<file path="config.mk">
export PLATFORM = sky130hd
export DESIGN_NAME = sw_led_ctrl
export DESIGN_NICKNAME = d
export VERILOG_FILES = /design/src/rtl/sw_led_pkg.sv /design/src/rtl/sw_led_debounce.sv /design/src/rtl/sw_led_ctrl.sv
export SDC_FILE = /design/constraint.sdc
export NUM_CORES = 1
export LEC_CHECK = 0
export CAP_MARGIN = 20
export CELL_PAD_IN_SITES_DETAIL_PLACEMENT = 1
export CELL_PAD_IN_SITES_GLOBAL_PLACEMENT = 1
export CORE_ASPECT_RATIO = 1.25
export CORE_UTILIZATION = 40
export DETAILED_ROUTE_END_ITERATION = 16
export HOLD_SLACK_MARGIN = 0.05
export PLACE_DENSITY = 0.76
export SETUP_SLACK_MARGIN = 0.4
export SYNTH_ARGS = -nofsm -noshare
export SYNTH_HDL_FRONTEND = slang
export SYNTH_SLANG_ARGS = --single-unit
</file>
<file path="constraint.sdc">
create_clock -name clk -period 5.4 [get_ports clk]
set_input_delay 0.54 -clock clk [delete_from_list [all_inputs] [get_ports clk]]
set_output_delay 0.54 -clock clk [all_outputs]
set_load 0.02 [all_outputs]
</file>
<file path="src/rtl/sw_led_pkg.sv">
// Shared types for the switch-to-LED controller: mode encoding and mode step.
package sw_led_pkg;

  localparam int unsigned MODE_W = 2;

  typedef enum logic [MODE_W-1:0] {
    MODE_PASS  = 2'd0,
    MODE_BLINK = 2'd1,
    MODE_CHASE = 2'd2,
    MODE_OFF   = 2'd3
  } mode_e;

  // Button-driven mode rotation, wrapping OFF back to PASS.
  function automatic mode_e mode_next(input mode_e m);
    mode_e r;
    r = MODE_PASS;
    case (m)
      MODE_PASS:  r = MODE_BLINK;
      MODE_BLINK: r = MODE_CHASE;
      MODE_CHASE: r = MODE_OFF;
      MODE_OFF:   r = MODE_PASS;
      default:    r = MODE_PASS;
    endcase
    return r;
  endfunction

endpackage

</file>
<file path="src/rtl/sw_led_debounce.sv">
// One-bit debouncer: 2-flop synchroniser followed by a stability counter.
// The stable value only follows the input after DEBOUNCE_CYCLES consecutive
// differing samples; any return to the stable value restarts the count.
module sw_led_debounce #(
  parameter int unsigned DEBOUNCE_CYCLES = 1000000
) (
  input  logic clk,
  input  logic rst_n,
  input  logic din_i,
  output logic stable_o
);

  localparam int unsigned CW = (DEBOUNCE_CYCLES > 1) ? $clog2(DEBOUNCE_CYCLES) : 1;
  localparam logic [CW-1:0] CNT_LAST = CW'(DEBOUNCE_CYCLES - 1);

  logic          sync1_q, sync2_q;
  logic          stable_q, stable_d;
  logic [CW-1:0] cnt_q, cnt_d;

  // Bring the asynchronous input into the clk domain.
  always_ff @(posedge clk or negedge rst_n) begin
    if (!rst_n) begin
      sync1_q <= 1'b0;
      sync2_q <= 1'b0;
    end else begin
      sync1_q <= din_i;
      sync2_q <= sync1_q;
    end
  end

  // Count consecutive differing samples; commit the new value on the last one.
  always_comb begin
    stable_d = stable_q;
    cnt_d    = '0;
    if (sync2_q != stable_q) begin
      if (cnt_q == CNT_LAST) begin
        stable_d = sync2_q;
      end else begin
        cnt_d = cnt_q + 1'b1;
      end
    end
  end

  // Debounce state register.
  always_ff @(posedge clk or negedge rst_n) begin
    if (!rst_n) begin
      stable_q <= 1'b0;
      cnt_q    <= '0;
    end else begin
      stable_q <= stable_d;
      cnt_q    <= cnt_d;
    end
  end

  assign stable_o = stable_q;

endmodule

</file>
<file path="src/rtl/sw_led_ctrl.sv">
// Debounced, mode-driven LED sequencer (PASS / BLINK / CHASE / OFF).
// Optional build macro SW_LED_PWM_EN adds a fixed-duty PWM dimming gate
// inside the output register.
module sw_led_ctrl
  import sw_led_pkg::*;
#(
  parameter int unsigned N_LED           = 4,
  parameter int unsigned DEBOUNCE_CYCLES = 1000000,
  parameter int unsigned TICK_DIV        = 50000000,
  parameter int unsigned PWM_PERIOD      = 16,
  parameter int unsigned PWM_DUTY        = 4
) (
  input  logic              clk,
  input  logic              rst_n,
  input  logic [N_LED-1:0]  sw,
  input  logic              btn_mode,
  output logic [N_LED-1:0]  led,
  output logic [MODE_W-1:0] mode
);

  localparam int unsigned TW = $clog2(TICK_DIV);
  localparam int unsigned PW = $clog2(N_LED);
  localparam logic [TW-1:0] TICK_LAST = TW'(TICK_DIV - 1);
  localparam logic [PW-1:0] POS_LAST  = PW'(N_LED - 1);

  if (PWM_DUTY > PWM_PERIOD) begin : g_bad_pwm_cfg
    $error("PWM_DUTY must not exceed PWM_PERIOD");
  end

  logic [N_LED-1:0] sw_db;
  logic             btn_db;

  genvar i;
  for (i = 0; i < N_LED; i++) begin : g_sw_db
    sw_led_debounce #(.DEBOUNCE_CYCLES(DEBOUNCE_CYCLES)) u_db (
      .clk      (clk),
      .rst_n    (rst_n),
      .din_i    (sw[i]),
      .stable_o (sw_db[i])
    );
  end

  sw_led_debounce #(.DEBOUNCE_CYCLES(DEBOUNCE_CYCLES)) u_btn_db (
    .clk      (clk),
    .rst_n    (rst_n),
    .din_i    (btn_mode),
    .stable_o (btn_db)
  );

  logic             btn_prev_q;
  mode_e            mode_q, mode_d;
  logic [TW-1:0]    tick_cnt_q, tick_cnt_d;
  logic             phase_q, phase_d;
  logic [PW-1:0]    pos_q, pos_d;
  logic [N_LED-1:0] led_q, led_d, led_raw;
  logic [N_LED-1:0] chase_mask;
  logic             mode_adv, run, tick;

  assign mode_adv   = btn_db & ~btn_prev_q;
  assign run        = (mode_q == MODE_BLINK) || (mode_q == MODE_CHASE);
  assign tick       = run && (tick_cnt_q == TICK_LAST);
  assign chase_mask = {{(N_LED-1){1'b0}}, 1'b1} << pos_q;

  // Mode rotation and tick-driven sequencer; a mode change overrides a same-cycle tick.
  always_comb begin
    mode_d     = mode_q;
    tick_cnt_d = tick_cnt_q;
    phase_d    = phase_q;
    pos_d      = pos_q;
    if (mode_adv) begin
      mode_d     = mode_next(mode_q);
      tick_cnt_d = '0;
      phase_d    = 1'b0;
      pos_d      = '0;
    end else if (!run) begin
      tick_cnt_d = '0;
    end else if (tick) begin
      tick_cnt_d = '0;
      phase_d    = ~phase_q;
      pos_d      = (pos_q == POS_LAST) ? '0 : pos_q + 1'b1;
    end else begin
      tick_cnt_d = tick_cnt_q + 1'b1;
    end
  end

  // LED pattern for the current mode, before any dimming gate.
  always_comb begin
    led_raw = '0;
    case (mode_q)
      MODE_PASS:  led_raw = sw_db;
      MODE_BLINK: led_raw = phase_q ? sw_db : '0;
      MODE_CHASE: led_raw = sw_db & chase_mask;
      MODE_OFF:   led_raw = '0;
      default:    led_raw = '0;
    endcase
  end

`ifdef SW_LED_PWM_EN
  localparam int unsigned PWMW = (PWM_PERIOD > 1) ? $clog2(PWM_PERIOD) : 1;
  localparam logic [PWMW-1:0] PWM_LAST = PWMW'(PWM_PERIOD - 1);

  logic [PWMW-1:0] pwm_cnt_q;
  logic            pwm_on;

  // Free-running PWM counter, independent of mode.
  always_ff @(posedge clk or negedge rst_n) begin
    if (!rst_n) begin
      pwm_cnt_q <= '0;
    end else begin
      pwm_cnt_q <= (pwm_cnt_q == PWM_LAST) ? '0 : pwm_cnt_q + 1'b1;
    end
  end

  assign pwm_on = 32'(pwm_cnt_q) < PWM_DUTY;
  assign led_d  = led_raw & {N_LED{pwm_on}};
`else
  assign led_d  = led_raw;
`endif

  // Controller state and registered LED output.
  always_ff @(posedge clk or negedge rst_n) begin
    if (!rst_n) begin
      btn_prev_q <= 1'b0;
      mode_q     <= MODE_PASS;
      tick_cnt_q <= '0;
      phase_q    <= 1'b0;
      pos_q      <= '0;
      led_q      <= '0;
    end else begin
      btn_prev_q <= btn_db;
      mode_q     <= mode_d;
      tick_cnt_q <= tick_cnt_d;
      phase_q    <= phase_d;
      pos_q      <= pos_d;
      led_q      <= led_d;
    end
  end

  assign led  = led_q;
  assign mode = mode_q;

endmodule

</file>
==> results of run 1 <==
flip-flops by register name, indices dropped and copies added (netlist names):
register / flops
u_btn_db.sync1_q: 1
g_sw_db.u_db.cnt_q: 80
g_sw_db.u_db.sync1_q: 4
mode: 2
phase_q: 1
btn_prev_q: 1
g_sw_db.u_db.sync2_q: 4
u_btn_db.stable_o: 1
led: 4
pos_q: 2
tick_cnt_q: 26
g_sw_db.u_db.stable_o: 4
u_btn_db.cnt_q: 20
u_btn_db.sync2_q: 1
worst max-delay path by stage:
| stage | from | end | slack (ns) | depth (start not counted) |
|---|---|---|---|---|
| after floorplan | tick_cnt_q[8] | tick_cnt_q[20] | 3.30 | 6 |
| after global placement | tick_cnt_q[8] | tick_cnt_q[3] | 2.75 | 4 |
| after detailed placement | tick_cnt_q[8] | tick_cnt_q[23] | 2.58 | 4 |
| after CTS | tick_cnt_q[8] | tick_cnt_q[23] | 2.58 | 4 |
| after global routing | g_sw_db[1].u_db.cnt_q[15] | g_sw_db[1].u_db.cnt_q[12] | 2.42 | 5 |
| final | g_sw_db[1].u_db.cnt_q[15] | g_sw_db[1].u_db.cnt_q[12] | 2.63 | 5 |
final cells by class:
type | instances | area, um^2 | share of cell area (%)
well taps | 224 | 280 | 3.40
clock buffers | 22 | 474 | 5.76
multi-input cells | 539 | 3310 | 40.2
inverters | 30 | 113 | 1.37
clock inverters | 8 | 98.8 | 1.20
repair buffers | 19 | 181 | 2.20
flip-flops and latches | 151 | 3780 | 45.9
power by group through the flow:
| stage | clock network [uW] | logic (uW) | registers, uW |
|---|---|---|---|
| floorplan | 0 | 27.0 | 1180 |
| global placement | 0 | 60.7 | 1180 |
| detailed placement | 0 | 64.3 | 1180 |
| CTS | 1180 | 64.9 | 1160 |
| global route | 1230 | 73.3 | 1160 |
| finish | 1150 | 61.8 | 1160 |
per-stage QoR:
stage	cells	total power, uW	instance area (um^2)	hold WS (ns)	util (%)
6_report	993	2370	8230	0.171	46.7
5_1_grt	993	2470	8230	0.269	46.7
4_1_cts	992	2410	8220	0.238	46.6
3_5_place_dp	962	1240	7640	0.340	43.3
3_3_place_gp	962	1240	7640	0.339	43.3
2_1_floorplan	745	1200	7290	0.244	-
Yosys cell counts (21+ instances only):
cell type    n  share of area (%)
a21oi_1     51                3.5
dfrtp_1    151                 52
inv_1       30                1.5
nand2_1     45                2.3
nand3_1     46                3.2
nand4_1     32                2.7
nor2_1      88                4.5
o21ai_0     30                2.1
o31ai_1     21                2.2
or3_1       26                2.2
or4_1       31                3.2
xnor2_1     33                4.0
xor2_1      39                4.7
routing by layer:
metal / up-vias / share of wire, % / GRT usage (%)
met3: 25 / 1.8 / 3.92
met4: 0 / 1.7 / 6.50
met5: - / 0 / 0
li1: 2679 / - / -
met2: 51 / 54 / 34.4
met1: 2877 / 42 / 22.7
cell families (layout without fill, tap and decap cells):
group / Yosys count / in the layout
AOI/OAI and AO/OA: 113 / 113
xor gates and xnor gates: 72 / 72
adders and majority gates: 14 / 14
buffers and inverters: 55 / 79
DFF: 151 / 151
muxes: 5 / 5
and+or+nand+nor: 335 / 335
worst max-delay path: stages, from the launching register on:
cell and delay, ns:
dfrtp_1 0.40, or4b_2 0.66, or4_1 0.54, o21ai_1 0.67, buf_4 0.31, a21oi_1 0.06
cell usage in the layout, fill, tap and decap left out, types with 2 or more instances in the layout:
cell             netlist  routed
a21boi_0               4       4
a21oi_1               51      51
a31o_2                 2       2
and2_1                 5       5
and3_1                 8       8
and4_1                 9       9
buf_4                  2       6
bufinv_16              0       2
clkbuf_1              18       2
clkbuf_16              0      17
clkbuf_8               0       3
clkdlybuf4s50_1        0      11
clkinv_2               0       3
clkinvlp_4             0       2
dfrtp_1              151     151
ha_1                  14      14
inv_1                 30      30
mux2_2                 5       5
nand2_1               45      45
nand2b_1               4       4
nand3_1               46      46
nand4_1               32      32
nand4b_1               2       2
nor2_1                88      88
nor2b_1                2       2
nor3_1                15      15
nor4_1                11      11
nor4b_1                3       3
o21ai_0               30      29
o21ai_1                2       3
o31ai_1               21      19
o31ai_2                0       2
or3_1                 26      26
or4_1                 31      31
or4b_2                 4       4
xnor2_1               33      33
xor2_1                39      39
==> impl_metrics.ini, run 1 <==
[detailed_routing]
ant_nets = 0
drt_iter0_drc = 301
avgViaCountPerCell = 5.67
vias = 5632
dr.pass1.iters = 4
postRouteWirelength_um = 16800
wl_per_cell_um = 16.9
drc_errors = 0

[yosys]
yosys.area_share.simple_pct = 24.5
ys_ff_latch = 151
synth_fa_ha_area_share_pct = 2.40
synth_xor_area_share_pct = 8.64
synth_top_family_by_area = simple AND/OR/NAND/NOR gates
synthCells = 745
async_reset_ff_share_pct = 100
yosysWarnings = 0
syn_area_um2 = 7290
avgSynthCellArea_um2 = 9.79
synth_compound_area_share_pct = 8.85
ys_types = 38
ys_seq_area_share_pct = 51.8
muxShareOfSynthArea_pct = 0.772
ys.flop_type = dfrtp_1
synth-edff-count = 0
synth_nets = 766

[power_and_ir_drop]
p_int_uw = 1870
power_switching_uw = 503
p_leak_uw = 0.00322
ir_worst_vdd_mv = 0.188
power_density_nw_per_um2 = 288
switching_share_pct = 21.2
pwr-share-clk_pct = 48.6
pwr-share-comb_pct = 2.6
seqPwrFrac_pct = 48.8

[critical_path]
r2r-start = g_sw_db[1].u_db.cnt_q[15]
criticalPathCategory = register to register
r2r-end = g_sw_db[1].u_db.cnt_q[12]
r2r_slack_ns = 2.63
ff2ff_path_depth = 5
path_max_fanout = 11
worstPathRequired_ns = 5.68
worst_setup_path_start_kind = register
worstPathArrival_ns = 3.05
cp-end-kind = register

[cells_and_area]
syn_to_final_growth_pct = 12.8
antenna_cells = 0
final.fill_count = 1941
drive_gt1_share_pct = 6.76
fin_nets = 779

[worst_hold_path]
hp-class = primary input to asynchronous set/reset pin

[floorplanning]
fp.dieH_um = 153
coreArea_um2 = 17600
pin_count = 13
dieWidth_um = 123
start_util_pct = 41.4
dieArea_um2 = 18800
row_count = 54

[grt]
grt_pass1_vias = 6097
grt_pass1_wl_um = 29000
grt_usage_pct = 19.3
grt_overflow = 0
grt_max_degree = 98
antenna_found_initial = 0

[clocking]
ctsResizeCount = 0
cts_setup_buffers = 0
clk_pin_slew_ns = 0.06
holdBufCountCts = 0
numCtsBuffers = 17
cts.sinks = 151
htreeDepth = 4
cts_tree = done
clockBufferDepth = 2
clk_latency_ns = 0.42
cts.root.buffer_cell = clkbuf_16

[timing]
max_freq_mhz = 361
post-route-min-period_ns = 2.77
slew_violations = 0
max-slew-margin-rel_pct = 30.0
finalCritPeriodShare_pct = 51.3
setup_viol = 0
finalHoldViolations = 0
finalSetupTns_ns = 0
rsz0062_at_grt = false
clock_skew_ns = 0.00931
setup_ws_ns = 2.63
worstMarginPinSlew_ns = 1.04

[place]
dp_hpwl_um = 11600
gp_congestion = 0.781
io_buffer_count = 12
dpl_worst_slack_ns = 2.58

[status]
status = complete, no violations

[run]
maxCapViolCount = 0
(Power assumes the default switching activity.)
==> inputs of run 2 (changes only) <==
Settings changed: PLACE_DENSITY 0.76 to 0.78.
Clock period 5.4 ns to 2.42 ns, I/O delays scaled along.
==> impl_metrics.ini, run 2 (synthesis results as in run 1) <==
[floorplanning]
dieWidth_um = 123
row_count = 54
fp.dieH_um = 153
start_util_pct = 41.4
dieArea_um2 = 18800
coreArea_um2 = 17600
pin_count = 13

[power_and_ir_drop]
p_leak_uw = 0.00346
power_uw = 5590
power_density_nw_per_um2 = 623
switching_share_pct = 22.3
power_switching_uw = 1250
pwr-share-clk_pct = 50.0
pwr-share-comb_pct = 3.8
p_int_uw = 4340
seqPwrFrac_pct = 46.2
ir_worst_vdd_mv = 0.410

[detailed_routing]
wl_per_cell_um = 18.1
drc_errors = 0
ant_nets = 0
vias = 5896
dr.pass1.iters = 4
postRouteWirelength_um = 18700
avgViaCountPerCell = 5.69
drt_iter0_drc = 256

[critical_path]
r2r_slack_ns = 0.31
ff2ff_path_depth = 5
path_cells = or4b_4 -> or4_4 -> o21ai_4 -> buf_6 -> a21oi_1
cpPeakStageDelay_ns = 0.57
crit_buf_inv = 1
criticalPathCategory = register to register
worstPathArrival_ns = 2.41
path_delay_family = simple AND/OR/NAND/NOR gates
r2r-start = u_btn_db.cnt_q[8]
worst_setup_path_start_kind = register
r2r-end = u_btn_db.cnt_q[18]
cp-end-kind = register
worstPathRequired_ns = 2.72
path_max_fanout = 7
cp_slowest_cell = or4_4

[cells_and_area]
final_cell_mix = 145 x dfrtp_1, 62 x nor2_1, 45 x nand2_1
reg_top3 = g_sw_db.u_db.cnt_q x80, tick_cnt_q x26, u_btn_db.cnt_q x20
top_register = g_sw_db.u_db.cnt_q
fin_nets = 821
final.fill_count = 1913
mostFrequentLayoutCell = dfrtp_1
drive_gt1_share_pct = 20.0
fin_area_um2 = 8970
syn_to_final_growth_pct = 23.0
largest_register_ffs = 80
antenna_cells = 0

[clocking]
numCtsBuffers = 17
clockBufferDepth = 2
cts_tree = done
cts.root.buffer_cell = clkbuf_16
cts.sinks = 151
clk_pin_slew_ns = 0.06
clk_latency_ns = 0.43
htreeDepth = 4

[run]
maxCapViolCount = 0

[worst_hold_path]
hp-class = primary input to register
min_to = u_btn_db.sync1_q
min_path_cells = 1
hp-start = btn_mode

[status]
status = complete, no violations

[timing]
worstMarginPinSlew_ns = 0.605
post-route-min-period_ns = 2.11
clock_skew_ns = 0.00880
rsz0062_at_grt = true
finalSetupTns_ns = 0
setup_ws_ns = 0.308
timing.hold.ws_ns = 0.247
max-slew-margin-rel_pct = 59.6
slew_violations = 0
finalCritPeriodShare_pct = 87.3
max_freq_mhz = 474
finalHoldViolations = 0
setup_viol = 0

[grt]
grt_pass1_wl_um = 31200
grt_max_degree = 63
grt_usage_pct = 21.2
grt_pass1_vias = 6335
antenna_found_initial = 0
grt_overflow = 0

[place]
dpl_worst_slack_ns = 0.203
io_buffer_count = 12
gp_congestion = 0.823
place_area_um2 = 7770
dp_hpwl_um = 11700
run 2: cell count changes in the layout (fill, tap and decap cells not counted), moves of 4 or more:
cell / previous run / this run
a21oi_1: 51 / 39
a21oi_2: 0 / 12
buf_4: 6 / 40
buf_6: 1 / 5
dfrtp_1: 151 / 145
dfrtp_2: 0 / 6
ha_1: 14 / 10
nor2_1: 88 / 62
nor2_2: 0 / 14
nor2_4: 0 / 12
or4_1: 31 / 18
or4_4: 0 / 13
run 2: worst max path at each step:
stage / from / to / slack, ns / cells past startpoint
3_5_place_dp: g_sw_db[1].u_db.cnt_q[0] / g_sw_db[1].u_db.cnt_q[18] / 0.20 / 5
2_1_floorplan: tick_cnt_q[8] / pos_q[0] / 0.39 / 5
3_3_place_gp: tick_cnt_q[8] / pos_q[0] / 0.30 / 4
5_1_grt: g_sw_db[1].u_db.cnt_q[13] / g_sw_db[1].u_db.cnt_q[6] / 0.28 / 5
6_report: u_btn_db.cnt_q[8] / u_btn_db.cnt_q[18] / 0.31 / 5
4_1_cts: g_sw_db[1].u_db.cnt_q[0] / g_sw_db[1].u_db.cnt_q[18] / 0.31 / 5
run 2: routing by layer:
layer	share of wire, %	global-route usage, %
met1	41	24.5
met2	54	37.4
met3	2.3	4.59
met4	2.6	8.30
met5	0	0
run 2: timing repair:
action                                  CTS  global route
endpoints found under the setup margin   79            82
setup buffers                            15            14
hold buffers                              1             0
pin swaps                                16            16
resized for setup                        47            49
gates cloned                              2             0
hold endpoints to repair                 58             0
run 2: metrics by stage:
stage          cells  util (%)
2_1_floorplan    745         -
3_3_place_gp     973      44.0
3_5_place_dp     973      44.0
4_1_cts         1023      49.3
5_1_grt         1037      50.9
6_report        1037      50.9
run 2: final cells by class:
cell class,instances,area [um^2],area share (%)
clock inverters,10,143,1.59
flip-flops and latches,151,3790,42.2
multi-input cells,539,3620,40.4
repair buffers,61,552,6.15
clock buffers,22,474,5.29
inverters,30,113,1.26
well taps,224,280,3.13
run 2: power groups by stage:
stage / combinational, uW / clock, uW / sequential [uW]
floorplan: 60.2 / 0 / 2620
global placement: 150 / 0 / 2630
detailed placement: 161 / 0 / 2630
CTS: 185 / 2840 / 2580
global route: 237 / 2940 / 2590
finish: 213 / 2790 / 2590
run 2: worst register-to-register path: cells and delay by family (launching register included):
family | cells | cell delay [ns]
buffers and inverters | 1 | 0.19
AO/OA/AOI/OAI | 2 | 0.31
AND/OR/NAND/NOR | 2 | 1.08
flip-flops | 1 | 0.41
